**src/rtl/flash_op_seq_if.sv**
```systemverilog
// Flash macro request/ack port between the op sequencer and the phy wrapper.
// One request may be outstanding; qualifiers and address are valid with the request.
interface flash_op_seq_if #(
  parameter int AW = 17,
  parameter int DW = 32
);
  logic          flash_req_o;
  logic          flash_rd_o;
  logic          flash_prog_o;
  logic          flash_pg_erase_o;
  logic          flash_bk_erase_o;
  logic [AW-1:0] flash_addr_o;
  logic [DW-1:0] flash_prog_data_o;
  logic          flash_ack_i;
  logic [DW-1:0] flash_rd_data_i;
  logic          flash_err_i;

  modport master (
    output flash_req_o, flash_rd_o, flash_prog_o,
    output flash_pg_erase_o, flash_bk_erase_o,
    output flash_addr_o, flash_prog_data_o,
    input  flash_ack_i, flash_rd_data_i, flash_err_i
  );

  modport slave (
    input  flash_req_o, flash_rd_o, flash_prog_o,
    input  flash_pg_erase_o, flash_bk_erase_o,
    input  flash_addr_o, flash_prog_data_o,
    output flash_ack_i, flash_rd_data_i, flash_err_i
  );
endinterface

```
**src/rtl/flash_op_seq.sv**
```systemverilog
// Flash operation sequencer: turns host read/program/erase commands into
// single-outstanding flash macro requests with program/read data streams.
module flash_op_seq #(
  parameter int BANKS          = 2,
  parameter int PAGES_PER_BANK = 256,
  parameter int WORDS_PER_PAGE = 256,
  parameter int DW             = 32,
  localparam int BKW = $clog2(BANKS),
  localparam int PGW = $clog2(PAGES_PER_BANK),
  localparam int WDW = $clog2(WORDS_PER_PAGE),
  localparam int AW  = BKW + PGW + WDW
) (
  input  logic           clk_i,
  input  logic           rst_i,
  input  logic           op_start_i,
  input  logic [1:0]     op_i,
  input  logic           erase_type_i,
  input  logic [AW-1:0]  op_addr_i,
  input  logic [WDW-1:0] op_len_i,
  output logic           op_busy_o,
  output logic           op_done_o,
  output logic           op_err_o,
  input  logic [DW-1:0]  prog_data_i,
  input  logic           prog_valid_i,
  output logic           prog_ready_o,
  output logic [DW-1:0]  rd_data_o,
  output logic           rd_valid_o,
  input  logic           rd_ready_i,
  flash_op_seq_if.master flash
);

  localparam int BPW = AW - WDW;

  localparam logic [1:0] OP_RD  = 2'd0;
  localparam logic [1:0] OP_PG  = 2'd1;
  localparam logic [1:0] OP_ER  = 2'd2;
  localparam logic [1:0] OP_BAD = 2'd3;

  typedef enum logic [1:0] {
    IDLE,
    REQ,
    RDHOLD,
    DONE
  } state_e;

  state_e         state_q, state_d;
  logic [1:0]     op_q, op_d;
  logic           etype_q, etype_d;
  logic [BPW-1:0] bp_q, bp_d;
  logic [WDW-1:0] word_q, word_d;
  logic [WDW-1:0] len_q, len_d;
  logic [WDW-1:0] cnt_q, cnt_d;
  logic           err_q, err_d;
  logic           req_q, req_d;
  logic           gap_q, gap_d;
  logic [DW-1:0]  rdat_q, rdat_d;
  logic [DW-1:0]  pdat_q, pdat_d;

  logic           pend;
  logic           req;
  logic           ack;
  logic           last;
  logic [WDW-1:0] word_nxt;
  logic [AW-1:0]  addr;

  // A program request is offered combinationally while the stream is valid;
  // once it survives a clock edge it is held in req_q/pdat_q until the ack.
  assign pend = (state_q == REQ) && (op_q == OP_PG) &&
                !req_q && !gap_q && prog_valid_i;
  assign req  = req_q | pend;
  assign ack  = req & flash.flash_ack_i;
  assign last = (cnt_q == len_q);

  assign word_nxt = (word_q == WDW'(WORDS_PER_PAGE - 1)) ?
                    '0 : word_q + 1'b1;

  always_comb begin
    addr = {bp_q, word_q};
    if (op_q == OP_ER) begin
      addr[WDW-1:0] = '0;
      if (etype_q) addr[WDW+PGW-1:WDW] = '0;
    end
  end

  assign flash.flash_req_o       = req;
  assign flash.flash_rd_o        = req & (op_q == OP_RD);
  assign flash.flash_prog_o      = req & (op_q == OP_PG);
  assign flash.flash_pg_erase_o  = req & (op_q == OP_ER) & ~etype_q;
  assign flash.flash_bk_erase_o  = req & (op_q == OP_ER) & etype_q;
  assign flash.flash_addr_o      = addr;
  assign flash.flash_prog_data_o = req_q ? pdat_q :
                                   (pend ? prog_data_i : '0);

  assign prog_ready_o = ack & (op_q == OP_PG);
  assign rd_valid_o   = (state_q == RDHOLD);
  assign rd_data_o    = rdat_q;
  assign op_busy_o    = (state_q != IDLE);
  assign op_done_o    = (state_q == DONE);
  assign op_err_o     = (state_q == DONE) & err_q;

  always_comb begin
    state_d = state_q;
    op_d    = op_q;
    etype_d = etype_q;
    bp_d    = bp_q;
    word_d  = word_q;
    len_d   = len_q;
    cnt_d   = cnt_q;
    err_d   = err_q;
    req_d   = req_q;
    gap_d   = 1'b0;
    rdat_d  = rdat_q;
    pdat_d  = pdat_q;

    unique case (state_q)
      IDLE: begin
        if (op_start_i) begin
          op_d    = op_i;
          etype_d = erase_type_i;
          bp_d    = op_addr_i[AW-1:WDW];
          word_d  = op_addr_i[WDW-1:0];
          len_d   = op_len_i;
          cnt_d   = '0;
          err_d   = (op_i == OP_BAD);
          req_d   = (op_i == OP_RD) || (op_i == OP_ER);
          state_d = (op_i == OP_BAD) ? DONE : REQ;
        end
      end
      REQ: begin
        if (pend && !ack) begin
          req_d  = 1'b1;
          pdat_d = prog_data_i;
        end
        if (ack) begin
          req_d = 1'b0;
          if (flash.flash_err_i) begin
            err_d   = 1'b1;
            state_d = DONE;
          end else if (op_q == OP_RD) begin
            rdat_d  = flash.flash_rd_data_i;
            state_d = RDHOLD;
          end else if (op_q == OP_ER || last) begin
            state_d = DONE;
          end else begin
            cnt_d  = cnt_q + 1'b1;
            word_d = word_nxt;
            gap_d  = 1'b1;
          end
        end
      end
      RDHOLD: begin
        if (rd_ready_i) begin
          if (last) begin
            state_d = DONE;
          end else begin
            cnt_d   = cnt_q + 1'b1;
            word_d  = word_nxt;
            req_d   = 1'b1;
            state_d = REQ;
          end
        end
      end
      DONE: begin
        state_d = IDLE;
      end
      default: begin
        state_d = IDLE;
      end
    endcase
  end

  always_ff @(posedge clk_i or posedge rst_i) begin
    if (rst_i) begin
      state_q <= IDLE;
      op_q    <= '0;
      etype_q <= 1'b0;
      bp_q    <= '0;
      word_q  <= '0;
      len_q   <= '0;
      cnt_q   <= '0;
      err_q   <= 1'b0;
      req_q   <= 1'b0;
      gap_q   <= 1'b0;
      rdat_q  <= '0;
      pdat_q  <= '0;
    end else begin
      state_q <= state_d;
      op_q    <= op_d;
      etype_q <= etype_d;
      bp_q    <= bp_d;
      word_q  <= word_d;
      len_q   <= len_d;
      cnt_q   <= cnt_d;
      err_q   <= err_d;
      req_q   <= req_d;
      gap_q   <= gap_d;
      rdat_q  <= rdat_d;
      pdat_q  <= pdat_d;
    end
  end

endmodule

```
**src/flat_wrapper.sv**
```systemverilog
// flat-port wrapper written by rule: the top's interface ports become plain ports
module flash_op_seq_flat 
#(
  parameter int BANKS          = 2,
  parameter int PAGES_PER_BANK = 256,
  parameter int WORDS_PER_PAGE = 256,
  parameter int DW             = 32,
  localparam int BKW = $clog2(BANKS),
  localparam int PGW = $clog2(PAGES_PER_BANK),
  localparam int WDW = $clog2(WORDS_PER_PAGE),
  localparam int AW  = BKW + PGW + WDW
)
  (clk_i, rst_i, op_start_i, op_i, erase_type_i, op_addr_i, op_len_i, op_busy_o, op_done_o, op_err_o, prog_data_i, prog_valid_i, prog_ready_o, rd_data_o, rd_valid_o, rd_ready_i, flash_flash_req_o, flash_flash_rd_o, flash_flash_prog_o, flash_flash_pg_erase_o, flash_flash_bk_erase_o, flash_flash_addr_o, flash_flash_prog_data_o, flash_flash_ack_i, flash_flash_rd_data_i, flash_flash_err_i);
  flash_op_seq_if #(.AW((17)), .DW(DW)) flash_i ();
  input  logic clk_i;
  input  logic rst_i;
  input  logic op_start_i;
  input  logic [1:0] op_i;
  input  logic erase_type_i;
  input  logic [AW-1:0] op_addr_i;
  input  logic [WDW-1:0] op_len_i;
  output logic op_busy_o;
  output logic op_done_o;
  output logic op_err_o;
  input  logic [DW-1:0] prog_data_i;
  input  logic prog_valid_i;
  output logic prog_ready_o;
  output logic [DW-1:0] rd_data_o;
  output logic rd_valid_o;
  input  logic rd_ready_i;
  output wire logic [$bits(flash_i.flash_req_o)-1:0] flash_flash_req_o;
  output wire logic [$bits(flash_i.flash_rd_o)-1:0] flash_flash_rd_o;
  output wire logic [$bits(flash_i.flash_prog_o)-1:0] flash_flash_prog_o;
  output wire logic [$bits(flash_i.flash_pg_erase_o)-1:0] flash_flash_pg_erase_o;
  output wire logic [$bits(flash_i.flash_bk_erase_o)-1:0] flash_flash_bk_erase_o;
  output wire logic [$bits(flash_i.flash_addr_o)-1:0] flash_flash_addr_o;
  output wire logic [$bits(flash_i.flash_prog_data_o)-1:0] flash_flash_prog_data_o;
  input wire logic [$bits(flash_i.flash_ack_i)-1:0] flash_flash_ack_i;
  input wire logic [$bits(flash_i.flash_rd_data_i)-1:0] flash_flash_rd_data_i;
  input wire logic [$bits(flash_i.flash_err_i)-1:0] flash_flash_err_i;
  assign flash_flash_req_o = flash_i.flash_req_o;
  assign flash_flash_rd_o = flash_i.flash_rd_o;
  assign flash_flash_prog_o = flash_i.flash_prog_o;
  assign flash_flash_pg_erase_o = flash_i.flash_pg_erase_o;
  assign flash_flash_bk_erase_o = flash_i.flash_bk_erase_o;
  assign flash_flash_addr_o = flash_i.flash_addr_o;
  assign flash_flash_prog_data_o = flash_i.flash_prog_data_o;
  assign flash_i.flash_ack_i = flash_flash_ack_i;
  assign flash_i.flash_rd_data_i = flash_flash_rd_data_i;
  assign flash_i.flash_err_i = flash_flash_err_i;
  flash_op_seq #(.BANKS(BANKS), .PAGES_PER_BANK(PAGES_PER_BANK), .WORDS_PER_PAGE(WORDS_PER_PAGE), .DW(DW)) u_core (.clk_i(clk_i), .rst_i(rst_i), .op_start_i(op_start_i), .op_i(op_i), .erase_type_i(erase_type_i), .op_addr_i(op_addr_i), .op_len_i(op_len_i), .op_busy_o(op_busy_o), .op_done_o(op_done_o), .op_err_o(op_err_o), .prog_data_i(prog_data_i), .prog_valid_i(prog_valid_i), .prog_ready_o(prog_ready_o), .rd_data_o(rd_data_o), .rd_valid_o(rd_valid_o), .rd_ready_i(rd_ready_i), .flash(flash_i));
endmodule
```
**config.mk**
```make
export PLATFORM = sky130hd
export DESIGN_NAME = flash_op_seq_flat
export DESIGN_NICKNAME = d
export VERILOG_FILES = /design/src/rtl/flash_op_seq_if.sv /design/src/rtl/flash_op_seq.sv /design/src/flat_wrapper.sv
export SDC_FILE = /design/constraint.sdc
export NUM_CORES = 1
export LEC_CHECK = 0
export CAP_MARGIN = 40
export CORE_MARGIN = 3
export CORE_UTILIZATION = 45
export CTS_CLUSTER_SIZE = 30
export DETAILED_ROUTE_END_ITERATION = 8
export PLACE_DENSITY = 0.81
export SETUP_SLACK_MARGIN = 0.5
export SYNTH_ARGS = -nofsm -noshare
export SYNTH_HDL_FRONTEND = slang
export SYNTH_SLANG_ARGS = --single-unit
```
**constraint.sdc**
```tcl
create_clock -name clk_i -period 4.4 [get_ports clk_i]
set_input_delay 0.66 -clock clk_i [delete_from_list [all_inputs] [get_ports clk_i]]
set_output_delay 0.66 -clock clk_i [all_outputs]
set_load 0.005 [all_outputs]
```
==> results.tsv <==
stage	metric	value	unit
placed_design	I/O Buffers	189	
logic_synthesis	Post-Synth Adder-Cell Area	0.0145	
final_layout	ant diodes	0	
floorplanning	IO Pins	190	
timing	Final Critical Period	3.20	ns
cts	CTS tree	done	
final_layout	post-route insts no fill	748	
logic_synthesis	syn_nets	525	
setup_path	Critical R2R Capture	u_core.word_q[1]$_DFFE_PP0P_	
floorplanning	Die Wd	113	um
floorplanning	Core Rows	38	
cts	clk sinks	105	
hold_path	worst hold path depth	1	
routing	total number of vias	4077	
final_layout	share of cells above drive strength 1	0.204	
power	Leakage	3.19	nW
routing	via/cell ratio	5.45	
setup_path	WP data arrival	2.54	ns
logic_synthesis	Netlist cell types	48	
power	Peak VDD IR	0.332	mV
power	pwr dens	646	nW/um^2
setup_path	reg2reg setup slack	1.80	ns
logic_synthesis	Yosys reg bits	105	
setup_path	type of origin of the critical path	input port	
logic_synthesis	mux cell area share after synthesis	0.200	
final_layout	Layout area overhead	45.2	%
grt	total grt overflow	0	
run_status	status	finished, final reports clean	
setup_path	crit path max fanout	17	
cts	# hold bufs at CTS	0	
final_layout	nets@finish	708	
timing	Setup-failing EPs final	0	
floorplanning	Core Region	11000	um^2
cts	Post-CTS Setup Bufs	0	
logic_synthesis	Synth Flop Type	dfrtp_1	
logic_synthesis	asr flop ratio synth	1.00	
cts	Root Buffer	clkbuf_16	
routing	ANT nets after route	0	
cts	worst skew pair latency	0.35	ns
logic_synthesis	Avg Inst Size Synth	12.3	um^2
timing	period utilisation layout	0.728	
routing	initial detailed-routing violation count	147	
grt	pin count of the biggest net entering global routing	42	
logic_synthesis	leading area contributor after synthesis	dfrtp_1	
placed_design	HPWL Detailed	10.2	mm
logic_synthesis	synthesized area	5160	um^2
floorplanning	Starting Density	0.468	
logic_synthesis	Post-synth EDFFs	0	
routing	Total Wirelength	13.7	mm
placed_design	DP Area	7200	um^2
final_layout	Fillers	834	
timing	worst slew pin tran	0.944	ns
placed_design	gpl congestion	0.836	
timing	unrepaired setup endpoints after global routing	no	
grt	initial antenna violation count	0	
logic_synthesis	Synth Area in Simple Gates	0.0858	
logic_synthesis	Area contributors post-synth	dfrtp_1 51%, mux2_2 19%, a22o_1 5.8%	
setup_path	Worst Setup Path Type	in2out	
cts	H-tree depth	3	
routing	Pre-antenna DRT Iters	4	
routing	Wirelength per Cell	18.3	um
timing	Setup Skew	0.0139	ns
logic_synthesis	count leader, synth	dfrtp_1	
placed_design	Inst Count DP	732	
grt	global-route wire length before repair	21.8	mm
timing	Slew HR	0.370	
hold_path	Tightest Hold Check Type	reg2reg	
timing	final hold viol count	0	
timing	fin. max-slew vios	0	
logic_synthesis	share of the synthesized area in the top cell type	0.509	
grt	vias in the first global route	4384	
cts	CTS resizes	0	
logic_synthesis	Post-Syn Instances	420	
flow_run	Max-Cap Viols	0	
cts	CTS Buffer Depth	2	
logic_synthesis	Synth top cells by count	105 x dfrtp_1, 85 x mux2_2, 34 x a22o_1	
routing	Post-route DRC	0	
logic_synthesis	XOR/XNOR Fraction of Synth Area	0.0136	
timing	fmax	0.312	GHz
logic_synthesis	Seq/Total Area, Yosys	0.509	
hold_path	Worst Hold Endpoint	u_core.rd_data_o[25]$_DFFE_PP0P_	
logic_synthesis	main combinational cell family by area after synthesis	multiplexers	
cts	CTS Buf Count	9	
setup_path	CP Data Required Time	3.74	ns
timing	setup TNS	0	ns
final_layout	design area	7490	um^2
cts	clock-pin slew on the worst setup and hold paths	0.07	ns
grt	Tot GR Track Use	0.214	
setup_path	worst r2r src	u_core.req_q$_DFFE_PP0P_	
logic_synthesis	compound-cell area share of the yosys netlist	0.138	
setup_path	critical path capture point type	primary output	
hold_path	HP Start	u_core.rd_data_o[25]$_DFFE_PP0P_	
setup_path	Worst Reg-to-Reg Cells	5	
logic_synthesis	yosys warns	0	
floorplanning	die area	12800	um^2
floorplanning	Die H	113	um
==> sequential cells by signal, summed over array words and instances, names as in the netlist <==
signal,cells
u_core.state_q,2
u_core.len_q,8
u_core.pdat_q,32
u_core.gap_q,1
u_core.etype_q,1
u_core.rd_data_o,32
u_core.bp_q,9
u_core.word_q,8
u_core.req_q,1
u_core.op_q,2
u_core.cnt_q,8
u_core.err_q,1
==> placed cells by master (no fill, tap or decap), types with 7 or more instances in the layout <==
master | Yosys | layout
mux2_2 | 85 | 85
and2_1 | 17 | 17
dfrtp_1 | 105 | 105
nor2_1 | 10 | 9
buf_4 | 1 | 7
xor2_1 | 8 | 8
a22o_1 | 34 | 34
nand2_1 | 14 | 14
nand3_1 | 10 | 10
o21ai_0 | 11 | 11
inv_1 | 16 | 15
a21oi_1 | 7 | 7
clkdlybuf4s50_1 | 0 | 189
clkbuf_16 | 0 | 9
o2111ai_1 | 13 | 13
==> layout make-up <==
cell class / count / area (um^2) / area share
Timing Repair Buffer: 198 / 1990 / 0.266
Clock inverter: 5 / 38.8 / 0.00518
Multi-Input combinational cell: 272 / 2340 / 0.313
Tap cell: 140 / 175 / 0.0234
Sequential cell: 105 / 2630 / 0.351
Clock buffer: 11 / 253 / 0.0337
Inverter: 17 / 66.3 / 0.00885
==> critical path, cell delays in order <==
cell,delay [ns]
clkdlybuf4s50_1,0.47
and4bb_2,0.26
nand2_1,0.12
nor2_2,0.13
buf_4,0.23
a22o_1,0.15
clkdlybuf4s50_1,0.51
==> through the flow <==
| step | worst slack, ns | hold slack (ns) | power (mW) | util |
|---|---|---|---|---|
| floorplan | 0.979 | 0.471 | 2.95 | - |
| global placement | 1.23 | 0.467 | 3.95 | 0.649 |
| detailed placement | 1.19 | 0.479 | 4.08 | 0.653 |
| CTS | 1.18 | 0.495 | 4.88 | 0.679 |
| global route | 1.06 | 0.521 | 5.17 | 0.679 |
| finish | 1.20 | 0.493 | 4.84 | 0.679 |
==> kinds of logic after synthesis <==
logic type | Yosys count
DFF | 105
muxes | 92
AOI/OAI and AO/OA | 90
and+or+nand+nor | 76
buffers and inverters | 43
xor gates and xnor gates | 8
adders and majority gates | 6
==> worst max-delay path by stage <==
stage | start | to | slack [ns]
floorplan | rst_i | u_core.bp_q[0]$_DFFE_PP0P_ | 0.98
global placement | prog_valid_i | flash_flash_prog_data_o[5] | 1.23
detailed placement | prog_valid_i | flash_flash_prog_data_o[25] | 1.19
CTS | prog_valid_i | flash_flash_prog_data_o[25] | 1.18
global route | prog_valid_i | flash_flash_prog_data_o[24] | 1.06
finish | prog_valid_i | flash_flash_prog_data_o[16] | 1.20
==> report_power, final <==
group / leakage, nW / total [mW] / switching, mW / internal (mW)
logic: 1.72 / 2.38 / 0.980 / 1.40
registers: 1.33 / 1.68 / 0.315 / 1.37
clock network: 0.142 / 0.778 / 0.360 / 0.418
total: 3.19 / 4.84 / 1.65 / 3.19
==> routing by layer <==
metal  track usage  up-vias  routed length, um
met2         0.369      171               6830
li1              -     1918                  -
met1         0.238     1968               5270
met3        0.0866       20               1310
met5             0        -                  0
met4        0.0761        0                288
(Power assumes the default switching activity.)
